`src/rtl/fir_pkg.sv`:
```
// -----------------------------------------------------------------------------
// fir_pkg
//   Shared definitions for the Gaussian FIR back end.
//   - FIR_WIDTH   : default sample width (matches the FIR output width)
//   - sample_t    : one sample at the default width
//   - is_pow2_ge2 : elaboration-time check for DECIM / DEPTH parameters
// -----------------------------------------------------------------------------
package fir_pkg;

   localparam int FIR_WIDTH = 8;

   typedef logic [FIR_WIDTH-1:0] sample_t;

   // True for 2, 4, 8, ... ; used to reject bad DECIM / DEPTH at elaboration.
   function automatic bit is_pow2_ge2(input int n);
      return (n >= 2) && ((n & (n - 1)) == 0);
   endfunction

endpackage

```
`src/rtl/sample_fifo.sv`:
```
// -----------------------------------------------------------------------------
// sample_fifo
//   Small synchronous FIFO with wrap-bit pointers.
//   Ports:
//     clock, nreset   rising-edge clock, asynchronous active-low reset
//     push, wr_data   write request / data (ignored when full unless popping)
//     pop             read request (ignored when empty)
//     rd_data         head entry; when empty, the most recently popped value
//     full, empty     occupancy flags
//     level           occupancy 0..DEPTH
// -----------------------------------------------------------------------------
module sample_fifo
   import fir_pkg::*;
#(
   parameter int WIDTH = FIR_WIDTH,
   parameter int DEPTH = 8
) (
   input  logic                     clock,
   input  logic                     nreset,
   input  logic                     push,
   input  logic [WIDTH-1:0]         wr_data,
   input  logic                     pop,
   output logic [WIDTH-1:0]         rd_data,
   output logic                     full,
   output logic                     empty,
   output logic [$clog2(DEPTH):0]   level
);

   localparam int AW = $clog2(DEPTH);

   logic [AW:0]      wr_ptr, rd_ptr;
   logic [WIDTH-1:0] mem [DEPTH];
   logic [WIDTH-1:0] last_q;
   logic             do_push, do_pop;

   assign empty = (wr_ptr == rd_ptr);
   // Same slot, opposite lap: the writer is one full lap ahead.
   assign full  = (wr_ptr[AW] != rd_ptr[AW]) && (wr_ptr[AW-1:0] == rd_ptr[AW-1:0]);
   assign level = wr_ptr - rd_ptr;

   assign do_pop  = pop & ~empty;
   // A pop on the same edge frees the slot, so a full FIFO can still accept.
   assign do_push = push & (~full | do_pop);

   // Hold the last popped value while empty so the output does not jump to stale memory.
   assign rd_data = empty ? last_q : mem[rd_ptr[AW-1:0]];

   always_ff @(posedge clock) begin
      if (do_push) mem[wr_ptr[AW-1:0]] <= wr_data;
   end

   always_ff @(posedge clock or negedge nreset) begin
      if (!nreset) begin
         wr_ptr <= '0;
         rd_ptr <= '0;
         last_q <= '0;
      end else begin
         if (do_push) wr_ptr <= wr_ptr + 1'b1;
         if (do_pop) begin
            rd_ptr <= rd_ptr + 1'b1;
            last_q <= mem[rd_ptr[AW-1:0]];
         end
      end
   end

endmodule

```
`src/rtl/fir_decimator_fifo.sv`:
```
// -----------------------------------------------------------------------------
// fir_decimator_fifo
//   Decimates the FIR output stream by DECIM and queues the decimated samples
//   for a slower consumer behind a valid/ready handshake.
//   Ports:
//     clock, nreset        rising-edge clock, asynchronous active-low reset
//     xn, xn_en            FIR sample and its strobe (no backpressure upstream)
//     yn, yn_valid         FIFO head and not-empty flag
//     yn_ready             consumer accepts yn on this edge
//     level                FIFO occupancy 0..DEPTH
//     ovf, ovf_clr         sticky drop flag and its clear (a drop wins)
//   Build option:
//     FIR_DECIM_AVG_EN     defined: push the boxcar average of each group
//                          undefined: push the last sample of each group
// -----------------------------------------------------------------------------
module fir_decimator_fifo
   import fir_pkg::*;
#(
   parameter int WIDTH = FIR_WIDTH,
   parameter int DECIM = 4,
   parameter int DEPTH = 8
) (
   input  logic                     clock,
   input  logic                     nreset,
   input  logic [WIDTH-1:0]         xn,
   input  logic                     xn_en,
   output logic [WIDTH-1:0]         yn,
   output logic                     yn_valid,
   input  logic                     yn_ready,
   output logic [$clog2(DEPTH):0]   level,
   output logic                     ovf,
   input  logic                     ovf_clr
);

   localparam int PW = $clog2(DECIM);

   generate
      if (!is_pow2_ge2(DECIM)) begin : g_bad_decim
         $error("fir_decimator_fifo: DECIM must be a power of two >= 2");
      end
      if (!is_pow2_ge2(DEPTH)) begin : g_bad_depth
         $error("fir_decimator_fifo: DEPTH must be a power of two >= 2");
      end
   endgenerate

   logic [PW-1:0]    phase;
   logic             produce, pop, drop;
   logic             full, empty;
   logic [WIDTH-1:0] push_data;

   assign produce  = xn_en && (phase == PW'(DECIM - 1));
   assign yn_valid = ~empty;
   assign pop      = yn_valid & yn_ready;
   assign drop     = produce & full & ~pop;

   // DECIM is a power of two, so the natural wrap gives DECIM-1 -> 0.
   always_ff @(posedge clock or negedge nreset) begin
      if (!nreset)    phase <= '0;
      else if (xn_en) phase <= phase + 1'b1;
   end

`ifdef FIR_DECIM_AVG_EN
   // Wide enough for DECIM full-scale samples, so the sum never wraps.
   logic [WIDTH+PW-1:0] acc, acc_sum;

   assign acc_sum   = acc + {{PW{1'b0}}, xn};
   assign push_data = acc_sum[WIDTH+PW-1:PW];

   always_ff @(posedge clock or negedge nreset) begin
      if (!nreset)    acc <= '0;
      else if (xn_en) acc <= (phase == '0) ? {{PW{1'b0}}, xn} : acc_sum;
   end
`else
   assign push_data = xn;
`endif

   always_ff @(posedge clock or negedge nreset) begin
      if (!nreset)      ovf <= 1'b0;
      else if (drop)    ovf <= 1'b1;
      else if (ovf_clr) ovf <= 1'b0;
   end

   sample_fifo #(
      .WIDTH (WIDTH),
      .DEPTH (DEPTH)
   ) u_fifo (
      .clock   (clock),
      .nreset  (nreset),
      .push    (produce),
      .wr_data (push_data),
      .pop     (pop),
      .rd_data (yn),
      .full    (full),
      .empty   (empty),
      .level   (level)
   );

endmodule

```
`config.mk`:
```
export PLATFORM = sky130hd
export DESIGN_NAME = fir_decimator_fifo
export DESIGN_NICKNAME = d
export VERILOG_FILES = /design/src/rtl/fir_pkg.sv /design/src/rtl/sample_fifo.sv /design/src/rtl/fir_decimator_fifo.sv
export SDC_FILE = /design/constraint.sdc
export NUM_CORES = 1
export LEC_CHECK = 0
export CORE_MARGIN = 1.5
export CORE_UTILIZATION = 62
export DETAILED_ROUTE_END_ITERATION = 12
export PLACE_DENSITY = 0.84
export SLEW_MARGIN = 0
export SYNTH_ARGS = -nofsm -noshare
export SYNTH_HDL_FRONTEND = slang
export SYNTH_HIERARCHICAL = 1
export SYNTH_SLANG_ARGS = --single-unit
```
`constraint.sdc`:
```
create_clock -name clock -period 6.7 [get_ports clock]
set_input_delay 0.67 -clock clock [delete_from_list [all_inputs] [get_ports clock]]
set_output_delay 0.67 -clock clock [all_outputs]
set_load 0.005 [all_outputs]
```
Word-level counts from Yosys, hierarchy flattened

Memories as Yosys holds them, arrays and structs flattened.
Cells that the tools add are included.
W data, S select, Z words.

Mux-type cells: 5
Add/subtract/negate cells: 4
Bitwise operators: 9
Reduce and logical (&&, ||, !) cells: 3
Eq/ne operators: 4

Operators by type and width:

| kind                  | count |
|---|---|
| $add A4 B1 Y4 const B | 2 |
| $mux W8               | 1 |
| $and A1 B1 Y1         | 5 |
| $eq A4 B4 Y1          | 1 |
| $mux W1               | 4 |
| $sub A4 B4 Y4         | 1 |
| $eq A3 B3 Y1          | 1 |
| $not A1 Y1            | 3 |
| $add A2 B1 Y2 const B | 1 |
| $eq A2 B2 Y1 const B  | 1 |
| $logic_and A1 B1 Y1   | 2 |
| $reduce_bool A2 Y1    | 1 |
| $ne A1 B1 Y1          | 1 |
| $or A1 B1 Y1          | 1 |

Logic and storage cells: 31
Memories kept: 1
Bits in registers: 19
Bits in writable memories: 64

Memory list:

| memory     | words | bits a word | rd ports | clocked after Yosys merged registers in | write ports | RTL line          | source |
|---|---|---|---|---|---|---|---|
| u_fifo.mem | 8     | 8           | 1        | 0                                       | 1           | sample_fifo.sv:32 | `logic [WIDTH-1:0] mem [DEPTH];` |

Logic depth before layout (Yosys ltp)

Depth after elaboration: 8
Mapped depth: 10
Mapped depth without buffers: 8

Modules after synthesis

The synthesis kept the hierarchy.

Modules (own cells, without submodules):

| module             | area each (µm²) | instances | seq. area each (µm²) | cells an instance |
|---|---|---|---|---|
| sample_fifo        | 3384.5          | 1         | 2322.2               | 224 |
| fir_decimator_fifo | 143.9           | 1         | 75.1                 | 12 |

Worst setup path after synthesis

No wires, ideal clock.

Path kind: register -> register
Start: reg u_fifo.wr_ptr[2]
End: mem u_fifo/mem[1][0] (netlist name) (enable)
Setup slack: 3.833 ns
Buffers on the path: 1
Arrival time: 2.472 ns
Clock period less this slack: 2.867 ns
Cell stages (with the launch flop): 8
Cell sequence: dfrtp_1 > ha_1 > nand3_4 > nor2_2 > clkbuf_1 > nor2b_1 > nor3_1 > nor4_1

Longest elaborated chain between the ends: 8

RTL lines:

| what                          | RTL line                 | source |
|---|---|---|
| start, declared               | sample_fifo.sv:31        | `logic [AW:0] wr_ptr, rd_ptr;` |
| start signal, assigned        | sample_fifo.sv:58        | `if (do_push) wr_ptr <= wr_ptr + 1'b1;` |
| $eq A4 B4 Y1                  | sample_fifo.sv:36        | `assign empty = (wr_ptr == rd_ptr);` |
| via empty                     | fir_decimator_fifo.sv:48 | `logic full, empty;` |
| $not A1 Y1                    | fir_decimator_fifo.sv:52 | `assign yn_valid = ~empty;` |
| $and A1 B1 Y1                 | fir_decimator_fifo.sv:53 | `assign pop = yn_valid & yn_ready;` |
| via pop                       | fir_decimator_fifo.sv:47 | `logic produce, pop, drop;` |
| $and A1 B1 Y1                 | sample_fifo.sv:41        | `assign do_pop = pop & ~empty;` |
| $or A1 B1 Y1                  | sample_fifo.sv:43        | `assign do_push = push & (~full \| do_pop);` |
| $and A1 B1 Y1                 | sample_fifo.sv:43        |  |
| $mux W1                       | sample_fifo.sv:49        | `if (do_push) mem[wr_ptr[AW-1:0]] <= wr_data;` |
| $mux W1 (implied by the code) | sample_fifo.sv:49        |  |
| end, declared                 | sample_fifo.sv:32        |  |

The timed path passes the listed nets, and every way through them passes these cells.

Worst setup path in the final report

Start: reg u_fifo.rd_ptr[1]
End: out yn[5]

Longest elaborated chain between the ends: 2

RTL lines:

| what                   | RTL line                 | source |
|---|---|---|
| start, declared        | sample_fifo.sv:31        |  |
| start signal, assigned | sample_fifo.sv:60        | `rd_ptr <= rd_ptr + 1'b1;` |
| $eq A4 B4 Y1           | sample_fifo.sv:36        |  |
| via empty              | fir_decimator_fifo.sv:48 |  |
| $mux W8                | sample_fifo.sv:46        | `assign rd_data = empty ? last_q : mem[rd_ptr[AW-1:0]];` |
| end, declared          | fir_decimator_fifo.sv:27 | `output logic [WIDTH-1:0] yn,` |

The timed path passes the listed nets, and every way through them passes these cells.

==> impl_metrics.ini <==
[drt]
vias = 2049
drtPass1Iterations = 5
viasPerCell = 5.94
first_iter_violations = 212
drt_wl_total_um = 6430
ant_nets = 0
drc = 0
wire_per_inst_um = 18.6

[cts]
h-tree-depth = 3
cts_setup_buffers = 0
cts_max_path_buffers = 2
holdBufCountCts = 0
cts_resized = 0
cts_tree = done
clk_latency_ns = 0.34
clk_pin_slew_ns = 0.08
root_buffer = clkbuf_8
cts_made_buffers = 9
cts_sinks = 83

[synth]
synth-seq-cells = 83
avgSynthCellArea_um2 = 15.0
synth_area_mm2 = 0.00353
netlist_instances = 236
synth_top_area_cell = edfxtp_1
synth_top_area_share = 0.545
ys_dominant_reg_cell = edfxtp_1
synth_edf_count = 64
synthArstFlopShare = 0.229
yosysSeqAreaShare = 0.679
synth_nets = 256
yosysWarnings = 6
yosys-top-cells-area = edfxtp_1, dfrtp_1, mux2i_1
synth_cell_types = 34

[power]
leakage_nw = 1.48
power.internal_w = 0.00126
powerDensity_mw_per_mm2 = 467
switching_share = 0.338
switchingPower_w = 0.000643
seqPwrFrac = 0.369
comb_power_share = 0.423
p_clk_frac = 0.207
peakVddDrop_mv = 0.376

[timing]
whs_ns = 0.470
fin_worst_skew_ns = 0.00574
setup_violations = 0
setup_tns_ns = 0
final-hold-violation-count = 0
period_share = 0.491
min_period_ns = 3.29
slew_violations = 0
rsz0062_at_grt = false
fmax_mhz = 304
max_slew_margin = 0.111
worst_slew_pin_slew_ns = 1.32

[grt]
busiest_layer = met2
grt_max_degree = 36
grtUsageMet3 = 0.0384
grt_pass1_vias = 1968
use_met2 = 0.338
grt_usage = 0.228
grt_pass1_wl_um = 10100
antenna_found_initial = 0
grtUsageMet1 = 0.329
gr-total-overflow = 0

[setup_path]
crit_arrival_ns = 2.62
critPathLaunchType = flop
cp.required_ns = 6.03
endpoint_kind = output pin
ff2ff_setup_slack_ns = 3.48
crit_type = reg2out
crit_fanout = 18

[min_path]
min_path_type = reg2reg

[flow_run]
maxCapViolations = 0

[status]
status = completed

[die]
die-area_mm2 = 0.00615
initial_core_util = 0.641
die_w_um = 78.4
die_h_um = 78.4
core_mm2 = 0.00551
rows = 27
ios = 27

[place]
io_buffers = 26
hpwl_um = 4400
routabilityCongestion = 0.794
placed_area_mm2 = 0.00386

[finish]
ff_latch_area_mm2 = 0.00240
antenna_cells = 0
fin_nets = 288
nFillCells = 338
drive_above_1_share = 0.117
syn2layout_area_growth_pct = 15.7
design_area_mm2 = 0.00408
multiInputGateArea_mm2 = 0.00105
-- sequential cells by signal (all words and copies together), names as in the netlist --
name,flops
ovf,1
phase,2
u_fifo/last_q,8
u_fifo/mem,64
u_fifo/rd_ptr,4
u_fifo/wr_ptr,4
-- cell usage after synthesis, types with 2 or more instances --
master    instances
edfxtp_1         64
dfrtp_1          19
nand2_1          19
o21ai_1          17
mux2i_1          16
mux2_1           13
inv_1            10
a22oi_1           8
o221ai_1          8
nor2_1            7
ha_1              6
nand3_1           6
xnor2_1           6
nor3_1            5
mux2_2            4
xor2_1            4
buf_2             3
buf_4             2
clkbuf_1          2
mux2_4            2
nor2b_1           2
-- worst max-delay path, cell delays in order, from the launching register on --
cell and delay, ns:
dfrtp_1 0.49, inv_1 0.10, ha_1 0.34, nand3_4 0.12, nor2_2 0.50, nand2_1 0.12
o21ai_1 0.10, clkdlybuf4s50_1 0.51
-- logic make-up (layout without fill, tap and decap cells) --
group / count (synthesis) / in the layout / share of synthesized area
flip-flops: 83 / 83 / 0.679
AO/OA/AOI/OAI: 37 / 37 / 0.0699
adder cells (fa/ha/maj): 7 / 7 / 0.0270
XOR/XNOR: 11 / 11 / 0.0294
multiplexers: 35 / 35 / 0.108
buffers and inverters: 18 / 55 / 0.0223
AND/OR/NAND/NOR: 45 / 45 / 0.0638
-- layer usage --
metal | wire length (um) | share of wire
met1 | 2940 | 0.46
met4 | 98 | 0.015
met5 | 0 | 0
met2 | 3090 | 0.48
met3 | 294 | 0.046
-- placed cells by master (no fill, tap or decap), types with 6 or more instances in the layout --
cell type / n
nand2_1: 19
mux2_1: 13
xnor2_1: 6
mux2i_1: 16
clkbuf_8: 9
nand3_1: 6
ha_1: 6
inv_1: 10
edfxtp_1: 64
o21ai_1: 17
a22oi_1: 8
clkdlybuf4s50_1: 26
dfrtp_1: 19
o221ai_1: 8
nor2_1: 7
-- power by group through the flow --
| stage | Sequential, W | Clock, W | Combinational [W] |
|---|---|---|---|
| 5_1_grt | 0.000712 | 0.000421 | 0.000882 |
| 2_1_floorplan | 0.000697 | 0 | 0.000506 |
| 4_1_cts | 0.000703 | 0.000402 | 0.000811 |
| 3_3_place_gp | 0.000707 | 0 | 0.000785 |
| 3_5_place_dp | 0.000714 | 0 | 0.000807 |
| 6_report | 0.000704 | 0.000395 | 0.000806 |
-- through the flow --
step	instances	util	power [W]	setup slack, ns
after floorplan	236	-	0.00120	3.83
after global placement	329	0.701	0.00149	3.53
after detailed placement	329	0.701	0.00152	3.44
after CTS	345	0.741	0.00192	3.38
after global routing	345	0.741	0.00202	3.17
final	345	0.741	0.00190	3.41
-- worst paths after layout --
check | from | endpoint | cells after the start
worst max-delay path | u_fifo/rd_ptr[1] | yn[5] | 7
worst min-delay path | phase[0] | phase[0] | 1
worst max register to register | u_fifo/wr_ptr[0] | u_fifo/mem[2][3] | 7
worst min register to register | phase[0] | phase[0] | 1
max in group asynchronous | nreset | u_fifo/last_q[0] | 1
min in group asynchronous | nreset | u_fifo/wr_ptr[0] | 1
-- final cells by class --
type / instances / area share
clock inverter: 7 / 0.0242
clock buffer: 9 / 0.0303
timing repair buffer: 29 / 0.0693
multi-input combinational: 135 / 0.258
tap: 72 / 0.0221
inverter: 10 / 0.00919
sequential: 83 / 0.587
No activity file was read; power rests on OpenSTA's default activity.
==> patch 1, RTL diff (same settings) <==
Build with the macro `FIR_DECIM_AVG_EN` defined.
--- a/src/rtl/fir_decimator_fifo.sv
+++ b/src/rtl/fir_decimator_fifo.sv
@@ -15,2 +15,4 @@
 // -----------------------------------------------------------------------------
+`define FIR_DECIM_AVG_EN
+
 module fir_decimator_fifo
Function: changed (Yosys sat finds a counterexample within 10 cycles, from zero or initial values and one cycle with nreset low).
==> patch 1 against the original RTL <==
- cell area rose by 21%
- clock power fell by 20%
- sequential cell count rose by 10
- area after synthesis rose by 25%
- routed wire length rose by 15%
- sequential share of layout area fell by 5.1 points
- utilization fell by 1.9 points
- power rose by 29%
- worst setup slack got worse by 0.24 ns
==> patch 1: results (changes against the original RTL) <==
- Largest register FFs: 64 (unchanged)
- Netlist cell types: 55 (+62%)
- Largest net degree at the start of global routing: 37 (+2.8%)
- Hold Path End: u_fifo/last_q[2]
- Synth top area cells: edfxtp_1 44%, dfrtp_1 16%, mux2i_1 4.3%, ha_1 4.3%, mux2_1 3.3%
- Routability cong.: 0.826 (+4.1%)
- Status: complete, no violations
- Fillers: 469 (+39%)
- CP Data Arrival Time: 2.86 ns (+0.24 ns)
- Non-clk bufs: 31 (+6.9%)
- Hold Crit Depth: 2 (+1)
- Final instance area: 4940 sq um (+21%)
- Multi-input combinational area share: 33.1% (+7.3 points)
- Reg-to-Reg End: u_fifo/mem[3][5]
- Synth warn: 6 (unchanged)
- Seq/Total Area, Yosys: 60.0% (-7.9 points)
- DRT Wirelength: 7410 um (+15%)
- DR iter-0 viols: 182 (-14%)
- Storage cell area: 2650 sq um (+10%)
- Setup CP Type: flop to output pin
- Non-clock buffer share: 6.03% (-0.89 points)
- Inverters: 20 (+10)
- Power Clock: 315 uW (-20%)
- Pleak: 1.86 nW (+26%)
- Share of layout cells above drive strength 1: 9.02% (-2.7 points)
- Logic power comb: 1.19 mW (+48%)
- Reg-to-reg startpoint: u_fifo/rd_ptr[0]
- Multi-input gates: 217 (+61%)
- Internal reg-to-reg setup slack: 3.43 ns (-0.05 ns)
- ClkCell Share: 3.32% (-2.1 points)
- Layout clock buffer count: 9 (unchanged)
- Slew margin rel.: 22.0% (+11 points)
- Max FO, Critical Path: 36 (+18)
- Peak supply drop: 274 uV (-27%)
- Via density: 5.59 (-5.9%)
- P_int: 1.53 mW (+21%)
- R2r worst-path depth: 7 (unchanged)
- Crit path to: yn[3]
- Worst Skew: 0.0113 ns (+0.00552 ns)
- Dpl cells: 457 (+39%)
- Net count after synthesis: 372 (+45%)
- Cells after Synth: 342 (+45%)
- Inserted Clock Buffers: 9 (unchanged)
- Gr usage total: 22.1% (-0.69 points)
- Bufs on Longest Clock Path: 2 (unchanged)
- Most frequent cells after synthesis: 64 x edfxtp_1, 29 x dfrtp_1, 26 x nand2_1, 20 x nor2_1
- Drt pass-1 iters: 4 (-1)
- Placed Area: 4770 sq um (+24%)
- First-pass GRT wire length: 12700 um (+25%)
- Clk sink count: 93 (+12%)
- Final HPWL DP: 5320 um (+21%)
- Number of flops mapped to enable cells by yosys: 64 (unchanged)
- Final nets: 402 (+40%)
- Fraction of registers with async set/reset: 31.2% (+8.3 points)
- Number of global-route vias before repair: 2617 (+33%)
- HP Start: u_fifo/last_q[2]
- Non-filler instance count after layout: 473 (+37%)
- Root buffer selected by CTS: clkbuf_8
- Initial antenna violation count: 0 (unchanged)
==> patch 1: cell types whose count changed after synthesis, moves of 4 or more <==
cell      change
nor2_1       +13
dfrtp_1      +10
ha_1          +9
inv_1         +9
a21oi_1       +7
nand2_1       +7
xnor2_1       +5
clkbuf_1      +4
==> patch 1: critical path: stages (launching register included) <==
cell	delay (ns)
dfrtp_1	0.37
buf_4	0.28
ha_1	0.42
nand3_4	0.12
nor2_2	0.55
nand2_1	0.12
o21ai_1	0.10
clkdlybuf4s50_1	0.51
==> patch 1: per-layer routing <==
metal | vias to the layer above | global-route usage (%) | share of wire, % | wire (um)
li1 | 1319 | - | - | -
met1 | 1280 | 30.1 | 47 | 3500
met2 | 38 | 36.2 | 49 | 3640
met3 | 7 | 3.41 | 2.5 | 184
met4 | 0 | 8.23 | 1.2 | 90
met5 | - | 0 | 0 | 0
==> patch 1: per-stage QoR <==
stage / hold slack (ns) / worst slack [ns] / total power, mW
after floorplan: 0.374 / 3.83 / 1.74
after global placement: 0.466 / 3.48 / 2.10
after detailed placement: 0.476 / 3.40 / 2.15
after CTS: 0.494 / 3.19 / 2.47
after global routing: 0.532 / 3.00 / 2.63
final: 0.489 / 3.17 / 2.45
==> patch 1: logic make-up (layout without fill, tap and decap cells) <==
| group | count (synthesis) | in the layout | synth area share (%) |
|---|---|---|---|
| adders and majority gates | 17 | 17 | 5.16 |
| DFF | 93 | 93 | 60.0 |
| and+or+nand+nor | 76 | 76 | 8.40 |
| buffers and inverters | 32 | 67 | 2.98 |
| xor gates and xnor gates | 19 | 19 | 3.94 |
| AOI/OAI and AO/OA | 68 | 68 | 10.5 |
| muxes | 37 | 37 | 8.99 |
==> patch 2, RTL diff (same settings) <==
Made on the original files. Put a register stage on the output `level`, cleared by the reset. The value now appears one clock later. The other outputs are not delayed to match.
--- a/src/rtl/fir_decimator_fifo.sv
+++ b/src/rtl/fir_decimator_fifo.sv
@@ -35,2 +35,4 @@
    localparam int PW = $clog2(DECIM);
+
+   logic [$clog2(DEPTH):0] level_d;
 
@@ -94,4 +96,12 @@
       .empty   (empty),
-      .level   (level)
+      .level   (level_d)
    );
+
+   always_ff @(posedge clock or negedge nreset) begin
+      if (!nreset) begin
+         level <= '0;
+      end else begin
+         level <= level_d;
+      end
+   end
 
Behaviour: not the same (Yosys sat finds a counterexample within 10 cycles, from zero or initial values and one cycle with nreset low).
==> patch 2 against the original RTL <==
- count of clock-buffer cells in the layout is 1 higher
- power decreased by 5.1%
- worst setup slack improved by 0.032 ns
- sequential share of layout area grew 1.7 points
- maximum frequency up 0.98%
- global-route usage fell by 1.3 points
- sequential cell count is 4 higher
- cell area is 1.2% higher
- area after synthesis increased by 2.8%
- utilization about the same
- routed wire length shrank 5.4%
==> patch 2: results (changes against the original RTL) <==
- Reg-to-Reg End: u_fifo/mem[2][0]
- Pleak: 1.49 nW (+1.1%)
- Worst Skew: 0.0148 ns (+0.00910 ns)
- Final HPWL DP: 4180 um (-5.1%)
- Net count after synthesis: 260 (+1.6%)
- CP Data Arrival Time: 2.59 ns (-0.03 ns)
- Worst-skew pair later-pin latency: 0.35 ns
- Type of the tightest min-delay check: flop to flop
- Dpl cells: 333 (+1.2%)
- Post-cts resize count: 0 (unchanged)
- M1 WL: 2800 um (-4.9%)
- Share of layout cells above drive strength 1: 10.8% (-0.89 points)
- Routability cong.: 0.741 (-6.6%)
- Seq/Total Area, Yosys: 68.8% (+0.88 points)
- Status: complete, no violations
- Internal reg-to-reg setup slack: 3.45 ns (-0.03 ns)
- Gr usage total: 21.5% (-1.3 points)
- Slew margin rel.: 13.6% (+2.6 points)
- Met2 WL: 2790 um (-9.6%)
- Max FO, Critical Path: 18 (unchanged)
- WL met3: 393 um (+34%)
- Final nets: 292 (+1.4%)
- Most frequent cells after synthesis: 64 x edfxtp_1, 23 x dfrtp_1, 19 x nand2_1, 17 x o21ai_1, 16 x mux2i_1
- Via density: 5.88 (-0.95%)
- Number of global-route vias before repair: 1948 (-1.0%)
- Peak supply drop: 301 uV (-20%)
- Fillers: 366 (+8.3%)
- First-pass GRT wire length: 9850 um (-2.7%)
- Synth Register Bits: 87 (+4.8%)
- Drt pass-1 iters: 4 (-1)
- DR iter-0 viols: 156 (-26%)
- Synth warn: 6 (unchanged)
- Synth top area cells: edfxtp_1 53%, dfrtp_1 16%, mux2i_1 4.4%, mux2_1 4.0%, o21ai_1 2.3%
- Via count: 2053 (+0.20%)
- Inserted Clock Buffers: 9 (unchanged)
- Cells after Synth: 240 (+1.7%)
- DRT Wirelength: 6080 um (-5.4%)
- Fraction of registers with async set/reset: 26.4% (+3.5 points)
- Crit path to: yn[7]
## patch 2: area by class of cell
type                    count  area share, %
flip-flops and latches     87           60.4
multi-input cells         135           25.5
repair buffers             29           6.84
clock buffers              10           3.09
well taps                  72           2.18
clock inverters             6           1.09
inverters                  10          0.908
## patch 2: stage by stage
stage | setup WS (ns) | instance area, sq um | util (%) | hold WS, ns
3_5_place_dp | 3.43 | 3960 | 71.0 | 0.465
2_1_floorplan | 3.83 | 3630 | - | 0.374
3_3_place_gp | 3.53 | 3960 | 71.0 | 0.460
5_1_grt | 3.15 | 4130 | 74.1 | 0.527
6_report | 3.44 | 4130 | 74.1 | 0.478
4_1_cts | 3.42 | 4130 | 74.1 | 0.479
## patch 2: metal layers
layer,vias up,track usage [%]
li1,963,-
met1,1010,30.9
met2,68,32.0
met3,12,4.23
met4,0,9.47
met5,-,0
## patch 2: kinds of logic after synthesis
kind of cell	share of synthesized area (%)
flip-flops	68.8
AND/OR/NAND/NOR	6.21
AO/OA/AOI/OAI	6.79
multiplexers	10.5
buffers and inverters	2.17
XOR/XNOR	2.86
adder cells (fa/ha/maj)	2.62
## patch 2: power by group
| group | switching, mW | internal [mW] |
|---|---|---|
| clock network | 0.181 | 0.136 |
| registers | 0.0664 | 0.677 |
| logic | 0.379 | 0.368 |
## patch 2: worst reg2reg max path, stage by stage, from the launching register on
cell and delay (ns):
dfrtp_1 0.49, inv_1 0.10, ha_1 0.34, nand3_4 0.12, nor2_2 0.14, nor2b_1 0.45
nor3_1 0.19, nor3_1 1.04
## patch 2: how the worst min path moves through the flow
stage	from	endpoint	cells after the start	slack, ns
after floorplan	nreset	level[0]	0	0.37
after global placement	phase[0]	phase[0]	1	0.46
after detailed placement	phase[0]	phase[0]	1	0.47
after CTS	phase[0]	phase[0]	1	0.48
after global routing	phase[0]	phase[0]	1	0.53
final	phase[0]	phase[0]	1	0.48
